$ cat config.mk
export PLATFORM = sky130hd
export DESIGN_NAME = pipe_stall_ctrl
export DESIGN_NICKNAME = d
export VERILOG_FILES = /design/src/rtl/pipe_stall_ctrl_pkg.sv /design/src/rtl/pipe_stall_ctrl_outst_cnt.sv /design/src/rtl/pipe_stall_ctrl.sv
export SDC_FILE = /design/constraint.sdc
export NUM_CORES = 1
export LEC_CHECK = 0
export CAP_MARGIN = 20
export CORE_MARGIN = 4
export CORE_UTILIZATION = 30
export CTS_CLUSTER_SIZE = 25
export DETAILED_ROUTE_END_ITERATION = 16
export GPL_TIMING_DRIVEN = 0
export PLACE_DENSITY_LB_ADDON = 0.25
export RECOVER_POWER = 100
export SLEW_MARGIN = 5
export SYNTH_ARGS = -nofsm -noshare
export SYNTH_HDL_FRONTEND = slang
export SYNTH_HIERARCHICAL = 1
export SYNTH_SLANG_ARGS = --single-unit
$ cat constraint.sdc
create_clock -name cpu_clk_50M -period 3 [get_ports cpu_clk_50M]
set_clock_uncertainty 0.05 [all_clocks]
set_input_delay 0.3 -clock cpu_clk_50M [delete_from_list [all_inputs] [get_ports cpu_clk_50M]]
set_output_delay 0.3 -clock cpu_clk_50M [all_outputs]
set_load 0.1 [all_outputs]
$ cat src/rtl/pipe_stall_ctrl_pkg.sv
// pipe_stall_ctrl_pkg
// Shared constants for the MiniMIPS32 stall/flush controller:
//   - stall bus width and the bit index of each stage register
//   - the stall patterns each requester produces
//   - exception codes (EXC_NONE means "no exception")
//   - the exception vector
//   - the controller state encoding
package pipe_stall_ctrl_pkg;

    localparam int STALL_BUS_W   = 6;
    localparam int STALL_PC      = 0;
    localparam int STALL_IF_ID   = 1;
    localparam int STALL_ID_EXE  = 2;
    localparam int STALL_EXE_MEM = 3;
    localparam int STALL_MEM_WB  = 4;
    localparam int STALL_WB      = 5;

    // Each requester holds its own stage and everything upstream of it.
    localparam logic [STALL_BUS_W-1:0] STALL_REQ_MEM = 6'b011111;
    localparam logic [STALL_BUS_W-1:0] STALL_REQ_EXE = 6'b001111;
    localparam logic [STALL_BUS_W-1:0] STALL_REQ_ID  = 6'b000111;
    localparam logic [STALL_BUS_W-1:0] STALL_REQ_IF  = 6'b000011;

    localparam int EXC_CODE_BUS = 5;
    localparam logic [EXC_CODE_BUS-1:0] EXC_INT  = 5'h00;
    localparam logic [EXC_CODE_BUS-1:0] EXC_SYS  = 5'h08;
    localparam logic [EXC_CODE_BUS-1:0] EXC_OV   = 5'h0c;
    localparam logic [EXC_CODE_BUS-1:0] EXC_NONE = 5'h10;
    localparam logic [EXC_CODE_BUS-1:0] EXC_ERET = 5'h11;

    localparam logic [31:0] EXC_ENTRY_ADDR = 32'hBFC00380;

    typedef enum logic [1:0] {
        RUN      = 2'd0,
        DRAIN    = 2'd1,
        REDIRECT = 2'd2
    } ctrl_state_t;

endpackage

$ cat src/rtl/pipe_stall_ctrl_outst_cnt.sv
// fetch_outst_cnt
// Counts instruction fetches that the AXI bridge has accepted but whose data
// has not yet returned, plus a drain sub-counter that holds how many of those
// beats must be thrown away after a flush.
// Ports:
//   cpu_clk_50M, cpu_rst : clock, asynchronous active-high reset
//   inc                  : fetch address accepted this cycle
//   dec                  : fetch data returned this cycle
//   disc_load            : load the drain counter with the post-edge count
//   disc_dec             : a beat is being discarded this cycle
//   outst_next           : outstanding count after this edge
//   saturated            : no more fetches may be issued
//   disc_last            : this discarded beat is the last one owed
module fetch_outst_cnt #(
    parameter int MAX_OUTST = 2,
    parameter int CNT_W     = $clog2(MAX_OUTST + 1)
) (
    input  logic             cpu_clk_50M,
    input  logic             cpu_rst,
    input  logic             inc,
    input  logic             dec,
    input  logic             disc_load,
    input  logic             disc_dec,
    output logic [CNT_W-1:0] outst_next,
    output logic             saturated,
    output logic             disc_last
);

    localparam logic [CNT_W-1:0] MAX_CNT = CNT_W'(MAX_OUTST);

    logic [CNT_W-1:0] outst;
    logic [CNT_W-1:0] disc;

    // A simultaneous accept and return cancel out; a lone accept at the
    // ceiling or a lone return at zero is ignored so the count stays in range.
    always_comb begin
        outst_next = outst;
        if (inc && !dec && (outst != MAX_CNT)) begin
            outst_next = outst + CNT_W'(1);
        end else if (dec && !inc && (outst != '0)) begin
            outst_next = outst - CNT_W'(1);
        end
    end

    assign saturated = (outst == MAX_CNT);
    assign disc_last = disc_dec & (disc == CNT_W'(1));

    // Outstanding fetch count.
    always_ff @(posedge cpu_clk_50M or posedge cpu_rst) begin
        if (cpu_rst) begin
            outst <= '0;
        end else begin
            outst <= outst_next;
        end
    end

    // Drain counter: snapshot of the in-flight fetches at flush time, counted
    // down as their data beats come back.
    always_ff @(posedge cpu_clk_50M or posedge cpu_rst) begin
        if (cpu_rst) begin
            disc <= '0;
        end else if (disc_load) begin
            disc <= outst_next;
        end else if (disc_dec && (disc != '0)) begin
            disc <= disc - CNT_W'(1);
        end
    end

endmodule

$ cat src/rtl/pipe_stall_ctrl.sv
// pipe_stall_ctrl
// Central stall/flush controller for the 5-stage MiniMIPS32 AXI pipeline.
// Produces the per-stage hold bus and the global flush, and after an
// exception or ERET waits for every in-flight instruction fetch to return
// (discarding it) before redirecting the PC.
// Ports:
//   cpu_clk_50M, cpu_rst      : clock, asynchronous active-high reset
//   stallreq_if/id/exe/mem    : per-stage stall requests
//   mem_exccode, cp0_epc      : exception code from MEM, EPC for ERET
//   inst_req/addr_ok/data_ok  : instruction-fetch AXI bridge handshake
//   stall                     : per-stage hold (bit0 PC ... bit5 WB)
//   flush                     : clear all stage registers
//   fetch_allow               : fetch unit may issue inst_req
//   inst_discard              : drop the current inst_data_ok beat
//   pc_redirect, redirect_pc  : load redirect_pc into the PC this cycle
module pipe_stall_ctrl
    import pipe_stall_ctrl_pkg::*;
#(
    parameter int          STALL_W   = STALL_BUS_W,
    parameter int          MAX_OUTST = 2,
    parameter logic [31:0] EXC_ENTRY = EXC_ENTRY_ADDR
) (
    input  logic                    cpu_clk_50M,
    input  logic                    cpu_rst,
    input  logic                    stallreq_if,
    input  logic                    stallreq_id,
    input  logic                    stallreq_exe,
    input  logic                    stallreq_mem,
    input  logic [EXC_CODE_BUS-1:0] mem_exccode,
    input  logic [31:0]             cp0_epc,
    input  logic                    inst_req,
    input  logic                    inst_addr_ok,
    input  logic                    inst_data_ok,
    output logic [STALL_W-1:0]      stall,
    output logic                    flush,
    output logic                    fetch_allow,
    output logic                    inst_discard,
    output logic                    pc_redirect,
    output logic [31:0]             redirect_pc
);

    localparam int CNT_W = $clog2(MAX_OUTST + 1);

    ctrl_state_t      state;
    logic             exc_valid;
    logic             fetch_inc;
    logic             cnt_saturated;
    logic             disc_load;
    logic             disc_dec;
    logic             disc_last;
    logic [CNT_W-1:0] outst_next;

    assign exc_valid    = (mem_exccode != EXC_NONE);
    assign flush        = exc_valid;
    assign fetch_inc    = inst_req & inst_addr_ok;
    assign disc_load    = (state == RUN) & exc_valid & (outst_next != '0);
    assign disc_dec     = (state == DRAIN) & inst_data_ok;
    assign inst_discard = disc_dec;
    assign fetch_allow  = ~cnt_saturated & (state == RUN) & ~flush;

    fetch_outst_cnt #(
        .MAX_OUTST (MAX_OUTST),
        .CNT_W     (CNT_W)
    ) u_outst_cnt (
        .cpu_clk_50M (cpu_clk_50M),
        .cpu_rst     (cpu_rst),
        .inc         (fetch_inc),
        .dec         (inst_data_ok),
        .disc_load   (disc_load),
        .disc_dec    (disc_dec),
        .outst_next  (outst_next),
        .saturated   (cnt_saturated),
        .disc_last   (disc_last)
    );

    // Priority stall encoder: the deepest requester wins. While draining or
    // redirecting, PC and IF/ID are held so no stale instruction enters.
    // A flush overrides everything so the clear reaches every stage.
    always_comb begin
        stall = '0;
        if (stallreq_mem) begin
            stall = STALL_W'(STALL_REQ_MEM);
        end else if (stallreq_exe) begin
            stall = STALL_W'(STALL_REQ_EXE);
        end else if (stallreq_id) begin
            stall = STALL_W'(STALL_REQ_ID);
        end else if (stallreq_if) begin
            stall = STALL_W'(STALL_REQ_IF);
        end
        if (state != RUN) begin
            stall[STALL_PC]    = 1'b1;
            stall[STALL_IF_ID] = 1'b1;
        end
        if (flush) begin
            stall = '0;
        end
    end

    // Flush sequencing. The newest flush always owns the redirect target.
    // A drain ends on the beat that returns its last owed fetch, even if a
    // fresh flush arrives on that same beat, so the controller cannot get
    // stuck waiting for data that will never come.
    always_ff @(posedge cpu_clk_50M or posedge cpu_rst) begin
        if (cpu_rst) begin
            state       <= RUN;
            pc_redirect <= 1'b0;
            redirect_pc <= EXC_ENTRY;
        end else begin
            if (exc_valid) begin
                redirect_pc <= (mem_exccode == EXC_ERET) ? cp0_epc : EXC_ENTRY;
            end
            pc_redirect <= 1'b0;
            case (state)
                RUN: begin
                    if (exc_valid) begin
                        if (outst_next == '0) begin
                            state       <= REDIRECT;
                            pc_redirect <= 1'b1;
                        end else begin
                            state <= DRAIN;
                        end
                    end
                end
                DRAIN: begin
                    if (disc_last) begin
                        state       <= REDIRECT;
                        pc_redirect <= 1'b1;
                    end
                end
                REDIRECT: begin
                    if (exc_valid) begin
                        pc_redirect <= 1'b1;
                    end else begin
                        state <= RUN;
                    end
                end
                default: begin
                    state <= RUN;
                end
            endcase
        end
    end

endmodule

==> impl_metrics.yaml, run 1 <==
placement:
  place_hpwl_um: 3193
  gp_congestion: 0.7397
  dp_cells: 292
  port_buffers: 86
  dpl-instance-area_mm2: 0.002659
pwr:
  p_int_mw: 1.113
  pwr-share-seq: 0.380
  p_sw_mw: 0.4997
  combPwrFrac: 0.302
  ir_worst_vdd_v: 0.0002376
  power_density_mw_per_mm2: 585.8
  leakagePower_nw: 1.210
  swShare: 0.3098
  p_clk_frac: 0.317
timing:
  whs_ns: 0.2955
  slew_headroom: 0.1385
  maxSlewViolCount: 0
  report.final.setup_viol: 0
  rsz0062_at_grt: "false"
  tightest_slew_ns: 1.291
  layout_min_cycle_time_ns: 2.884
  fmax_mhz: 346.8
  tns_ns: 0
  report.final.hold_viol_count: 0
  fin_crit_sh: 0.9612
clock_network:
  h-tree-depth: 2
  clk_latency_ns: 0.29
  max-clock-path-buffers: 2
  cts_tree: "done"
  cts_buffers: 5
  clk_pin_slew_worst_paths_ns: 0.07
  cts.sink_count: 39
  cts_root_buf: "clkbuf_8"
  hold_buffers: 0
routing:
  post_drt_via_cell_ratio: 4.603
  wl_met3_um: 332
  drt-wirelength-per-cell_um: 14.00
  via_count: 1381
  wl_met1_um: 1922
  antenna_left: 0
  drt_iter0_drc: 28
  drc_errors: 0
  firstDrtPassIters: 4
  top_layer: "met4"
  route.met2.wl_um: 1883
  wl_um: 4201
yosys:
  synth.most_common_cell: "dfrtp_1"
  avgSynthCellArea_um2: 12.65
  synthFlopType: "dfrtp_1"
  mappedNetlistNets: 184
  async_reset_ff_frac: 1.000
  synth_top_area_cell: "dfrtp_1"
  yosysSeqAreaShare: 0.5845
  synth_top_area_frac: 0.3985
  yosys-top-cells-count: "dfrtp_1 (27), a22o_1 (20), dfstp_2 (12), o22a_1 (12), nor2_1 (8)"
  synth_edf_count: 0
  ys_seq_elements: 39
  syn-cell-area_mm2: 0.001695
  yosys_warnings: 6
  syn-instance-count: 134
  synth.area.top_cells: "dfrtp_1 (40%), dfstp_2 (19%), a22o_1 (10%), o22a_1 (6.2%), ha_1 (3.0%)"
  synthDistinctLibCells: 35
setup_path:
  crit_path_start_kind: "input pin"
  endpoint_kind: "output pin"
  critical_path_arrival_ns: 2.53
  critPathRequiredTime_ns: 2.65
  worst-path-buf-inv: 5
  critPathSlowestCell: "clkdlybuf4s50_1"
  slowest_delay_ns: 0.96
  worstPathMaxFanout: 10
  crit_type: "in2out"
  cp_cell_sequence: "clkdlybuf4s50_1, nor4b_2, and2b_1, buf_6, inv_4, buf_6, clkdlybuf4s50_1"
  crit_family: "buffers and inverters"
cells_and_area:
  nNetsFinal: 277
  post-route-util: 0.5001
  fin_cells: 300
  seqCellArea_um2: 991.0
  area_growth_pct: 62.44
  n_fill_cell: 513
  design_area_mm2: 0.002754
  diodes: 0
  multi_input_area_um2: 599.3
  final_layout_size_suffix_gt1_frac: 0.1491
die:
  num_io_pins: 88
  die_w_um: 83.18
  dieArea_mm2: 0.006918
  die_y_um: 83.18
  core_area_mm2: 0.005507
  initial_core_util: 0.3079
  rows: 27
global_routing:
  grt_overflow_total: 0
  grt_max_degree: 36
  grt_pass1_vias: 1444
  grt_pass1_wl_um: 6975
  antenna_found_initial: 0
  grt_util_all_layers: 0.1263
outcome:
  status: "finished clean"
run:
  drv_cap: 0
worst_hold_path:
  min_path_type: "in2async"
worst reg2reg max path: cells and delay by family (launching register included):
| family | cells | cell delay (ns) |
|---|---|---|
| and+or+nand+nor | 4 | 0.88 |
| DFF | 1 | 0.43 |
| buffers and inverters | 1 | 0.07 |
| AOI/OAI and AO/OA | 1 | 0.10 |
| muxes | 1 | 0.35 |
| adders and majority gates | 1 | 0.30 |
cell families after synthesis:
group,share of synthesized area
AOI/OAI and AO/OA,0.2066
DFF,0.5845
and+or+nand+nor,0.09964
buffers and inverters,0.05831
adders and majority gates,0.02952
xor gates and xnor gates,0.01033
other,0.002212
muxes,0.008853
power by group through the flow:
stage | Clock (mW) | Combinational, mW | Sequential, mW
after floorplan | 0 | 0.307 | 0.677
after global placement | 0 | 0.504 | 0.624
after detailed placement | 0 | 0.507 | 0.626
after CTS | 0.526 | 0.510 | 0.616
after global routing | 0.554 | 0.543 | 0.621
final | 0.512 | 0.488 | 0.613
layout make-up:
| class | count | area share |
|---|---|---|
| timing repair buffer | 86 | 0.3062 |
| buffer | 10 | 0.02363 |
| tap | 72 | 0.03271 |
| sequential | 39 | 0.3598 |
| multi-input combinational | 78 | 0.2176 |
| clock buffer | 5 | 0.02499 |
| inverter | 7 | 0.01045 |
| clock inverter | 3 | 0.02453 |
per-layer routing:
| layer | track usage | vias to the layer above |
|---|---|---|
| met5 | 0 | - |
| met4 | 0.04012 | 0 |
| met3 | 0.04762 | 5 |
| met2 | 0.1931 | 61 |
| met1 | 0.1654 | 640 |
| li1 | - | 675 |
per-stage QoR:
step / setup WS (ns) / total power [mW]
after floorplan: 0.1936 / 0.9844
after global placement: -0.2846 / 1.127
after detailed placement: -0.3001 / 1.133
after CTS: 0.05233 / 1.653
after global routing: 0.01042 / 1.718
final: 0.1163 / 1.613
layout by cell type (no fill, tap or decap), drive strengths merged, types with 2 or more instances in the layout:
master / synthesis / layout
and2: 4 / 4
ha: 4 / 4
buf: 8 / 6
dlygate4sd3: 0 / 35
clkdlybuf4s50: 0 / 45
inv: 7 / 7
nand2: 4 / 4
a22o: 20 / 20
clkbuf: 2 / 12
dfstp: 12 / 12
nor2: 8 / 8
bufinv: 0 / 2
dlygate4sd2: 0 / 2
a31oi: 2 / 2
o31ai: 2 / 2
xnor2: 2 / 2
nor4: 2 / 2
a21oi: 2 / 2
o22a: 12 / 12
dfrtp: 27 / 27
nor3: 2 / 2
nor4b: 2 / 2
sequential cells by signal, indices dropped and copies added (netlist names):
register	flops
state	2
redirect_pc	32
u_outst_cnt/disc	2
u_outst_cnt/outst	2
pc_redirect	1
final timing paths:
path,start,to,slack (ns),cells past startpoint
max,mem_exccode[3],flush,0.12,7
min,cpu_rst,u_outst_cnt/outst[0]$_DFF_PP0_,0.30,2
max reg2reg,u_outst_cnt/outst[1]$_DFF_PP0_,u_outst_cnt/disc[0]$_DFFE_PP0P_,0.72,8
min reg2reg,redirect_pc[10]$_DFFE_PP0N_,redirect_pc[10]$_DFFE_PP0N_,0.45,1
max in group asynchronous,cpu_rst,state[0]$_DFFE_PP0P_,1.34,2
min in group cpu_clk_50M,redirect_pc[10]$_DFFE_PP0N_,redirect_pc[10]$_DFFE_PP0N_,0.45,1
what timing repair did:
item | in CTS | in global routing
pin swaps | 0 | 0
buffers inserted | 0 | 0
gates resized for setup | 7 | 5
endpoints found under the setup margin | 6 | 3
hold endpoints to repair | 0 | 0
No activity file was read; power rests on OpenSTA's default activity.
==> run 2, diff against run 1 <==
- TNS_END_PERCENT: default -> 5
==> run 2 against run 1 <==
Critical path depth is the same. Die area is the same. Fmax grew 1.1%. Global-route usage shrank 0.063 points. Core utilization shrank 1.1 points. Via count grew 0.43%. Clock power shrank 34%. Power shrank 11%. Sequential share of layout area grew 0.80 points. Cell count is the same. First-iteration DRC count grew 64%. Critical path type unchanged.
==> impl_metrics.yaml, run 2 (synthesis gave the netlist of run 1 again) <==
cells_and_area:
  largest-register: "redirect_pc"
  area_growth_pct: 58.89
  largest_reg_flops: 32
  post-route-util: 0.4892
  nNetsFinal: 277
  final_common_cell: "clkdlybuf4s50_1"
  diodes: 0
  final_layout_size_suffix_gt1_frac: 0.1404
  layout_common_cells: "clkdlybuf4s50_1 (44), dlygate4sd3_1 (35), dfrtp_1 (27)"
global_routing:
  grt_util_all_layers: 0.1257
  met1_usage: 0.1692
  grt_max_degree: 36
  use_met2: 0.1866
  grt_overflow_total: 0
  antenna_found_initial: 0
  use_met3: 0.04167
  busiest_layer: "met2"
  grt_pass1_wl_um: 6996
  grt_pass1_vias: 1437
setup_path:
  rr_startpoint: "u_outst_cnt/outst[1]$_DFF_PP0_"
  crit_type: "in2out"
  critical_path_arrival_ns: 2.50
  crit_start: "mem_exccode[3]"
  critPathRequiredTime_ns: 2.65
  endpoint_kind: "output pin"
  crit_path_start_kind: "input pin"
  worstPathMaxFanout: 10
pwr:
  pwr-share-seq: 0.425
  p_int_mw: 0.9445
  p_clk_frac: 0.234
  combPwrFrac: 0.341
  leakagePower_nw: 1.182
  p_sw_mw: 0.4946
  ir_worst_vdd_v: 0.0002126
  p_total_mw: 1.439
  power_density_mw_per_mm2: 534.2
  swShare: 0.3437
timing:
  report.final.setup_viol: 0
  fmax_mhz: 350.6
  fin_crit_sh: 0.9507
  tightest_slew_ns: 1.317
  layout_min_cycle_time_ns: 2.852
  report.final.hold_viol_count: 0
  maxSlewViolCount: 0
  timing.final.ws_setup_ns: 0.1480
  whs_ns: 0.3036
  rsz0062_at_grt: "false"
  slew_headroom: 0.1211
  tns_ns: 0
routing:
  wl_um: 4218
  firstDrtPassIters: 4
  post_drt_via_cell_ratio: 4.623
  antenna_left: 0
  drc_errors: 0
  drt-wirelength-per-cell_um: 14.06
  via_count: 1387
  drt_iter0_drc: 46
clock_network:
  clk_pin_slew_worst_paths_ns: 0.07
  cts_root_buf: "clkbuf_8"
  clk_latency_ns: 0.28
  max-clock-path-buffers: 2
  cts.sink_count: 39
  cts_setup_buffers: 0
  cts_buffers: 5
  cts_tree: "done"
  h-tree-depth: 2
die:
  num_io_pins: 88
  rows: 27
  die_w_um: 83.18
  core_area_mm2: 0.005507
  initial_core_util: 0.3079
  die_y_um: 83.18
  dieArea_mm2: 0.006918
placement:
  port_buffers: 86
  pre_cts_ws_ns: -0.3097
  place_hpwl_um: 3155
  gp_congestion: 0.7372
run:
  drv_cap: 0
outcome:
  status: "finished clean"
worst_hold_path:
  min_path_type: "in2async"
-- run 2: cell types whose count changed in the layout (fill, tap and decap cells not counted), sizes merged --
cell | before | now
bufinv | 2 | 0
clkbuf | 12 | 15
clkdlybuf4s15 | 1 | 2
clkdlybuf4s50 | 45 | 44
clkinv | 0 | 1
clkinvlp | 1 | 0
dlygate4sd2 | 2 | 1
-- run 2: worst paths after layout --
path,endpoint,slack [ns],depth (start not counted)
worst max-delay path,stall[4],0.15,7
worst min-delay path,u_outst_cnt/outst[0]$_DFF_PP0_,0.30,2
worst max register to register,u_outst_cnt/disc[0]$_DFFE_PP0P_,0.74,7
worst min register to register,redirect_pc[10]$_DFFE_PP0N_,0.44,1
max in group asynchronous,redirect_pc[11]$_DFFE_PP0N_,1.32,2
min in group cpu_clk_50M,redirect_pc[10]$_DFFE_PP0N_,0.44,1
-- run 2: cell type report --
class	instances	area (µm²)
flip-flops and latches	39	991.0
multi-input cells	78	599.3
repair buffers	86	838.3
plain buffers	10	65.06
clock inverters	1	5.005
fillers	514	2813
clock buffers	7	76.32
well taps	72	90.09
inverters	7	28.78
-- run 2: repair_timing --
action	4_1_cts	5_1_grt
gates resized for setup	7	8
setup endpoints to repair	6	5
hold buffers	0	0
-- run 2: worst max-delay path, cell delays in order --
cell,delay [ns]
clkdlybuf4s50_1,0.41
nor4b_2,0.33
and2b_1,0.18
buf_6,0.13
buf_4,0.18
and2_1,0.14
clkdlybuf4s15_1,0.81
-- run 2: metrics by stage --
step,instances,area [µm²]
detailed placement,292,2650
global route,300,2694
CTS,300,2723
finish,300,2694
global placement,292,2650
floorplan,134,1699
-- run 2: routing by layer --
layer	wire, µm	vias up
li1	-	674
met1	1981	633
met2	1843	73
met3	325	7
met4	67	0
met5	0	-
-- run 2: power by group through the flow --
stage | combinational, mW | clock [mW] | sequential, mW
2_1_floorplan | 0.301 | 0 | 0.676
3_3_place_gp | 0.495 | 0 | 0.621
3_5_place_dp | 0.501 | 0 | 0.622
4_1_cts | 0.504 | 0.354 | 0.613
5_1_grt | 0.531 | 0.372 | 0.618
6_report | 0.490 | 0.337 | 0.612
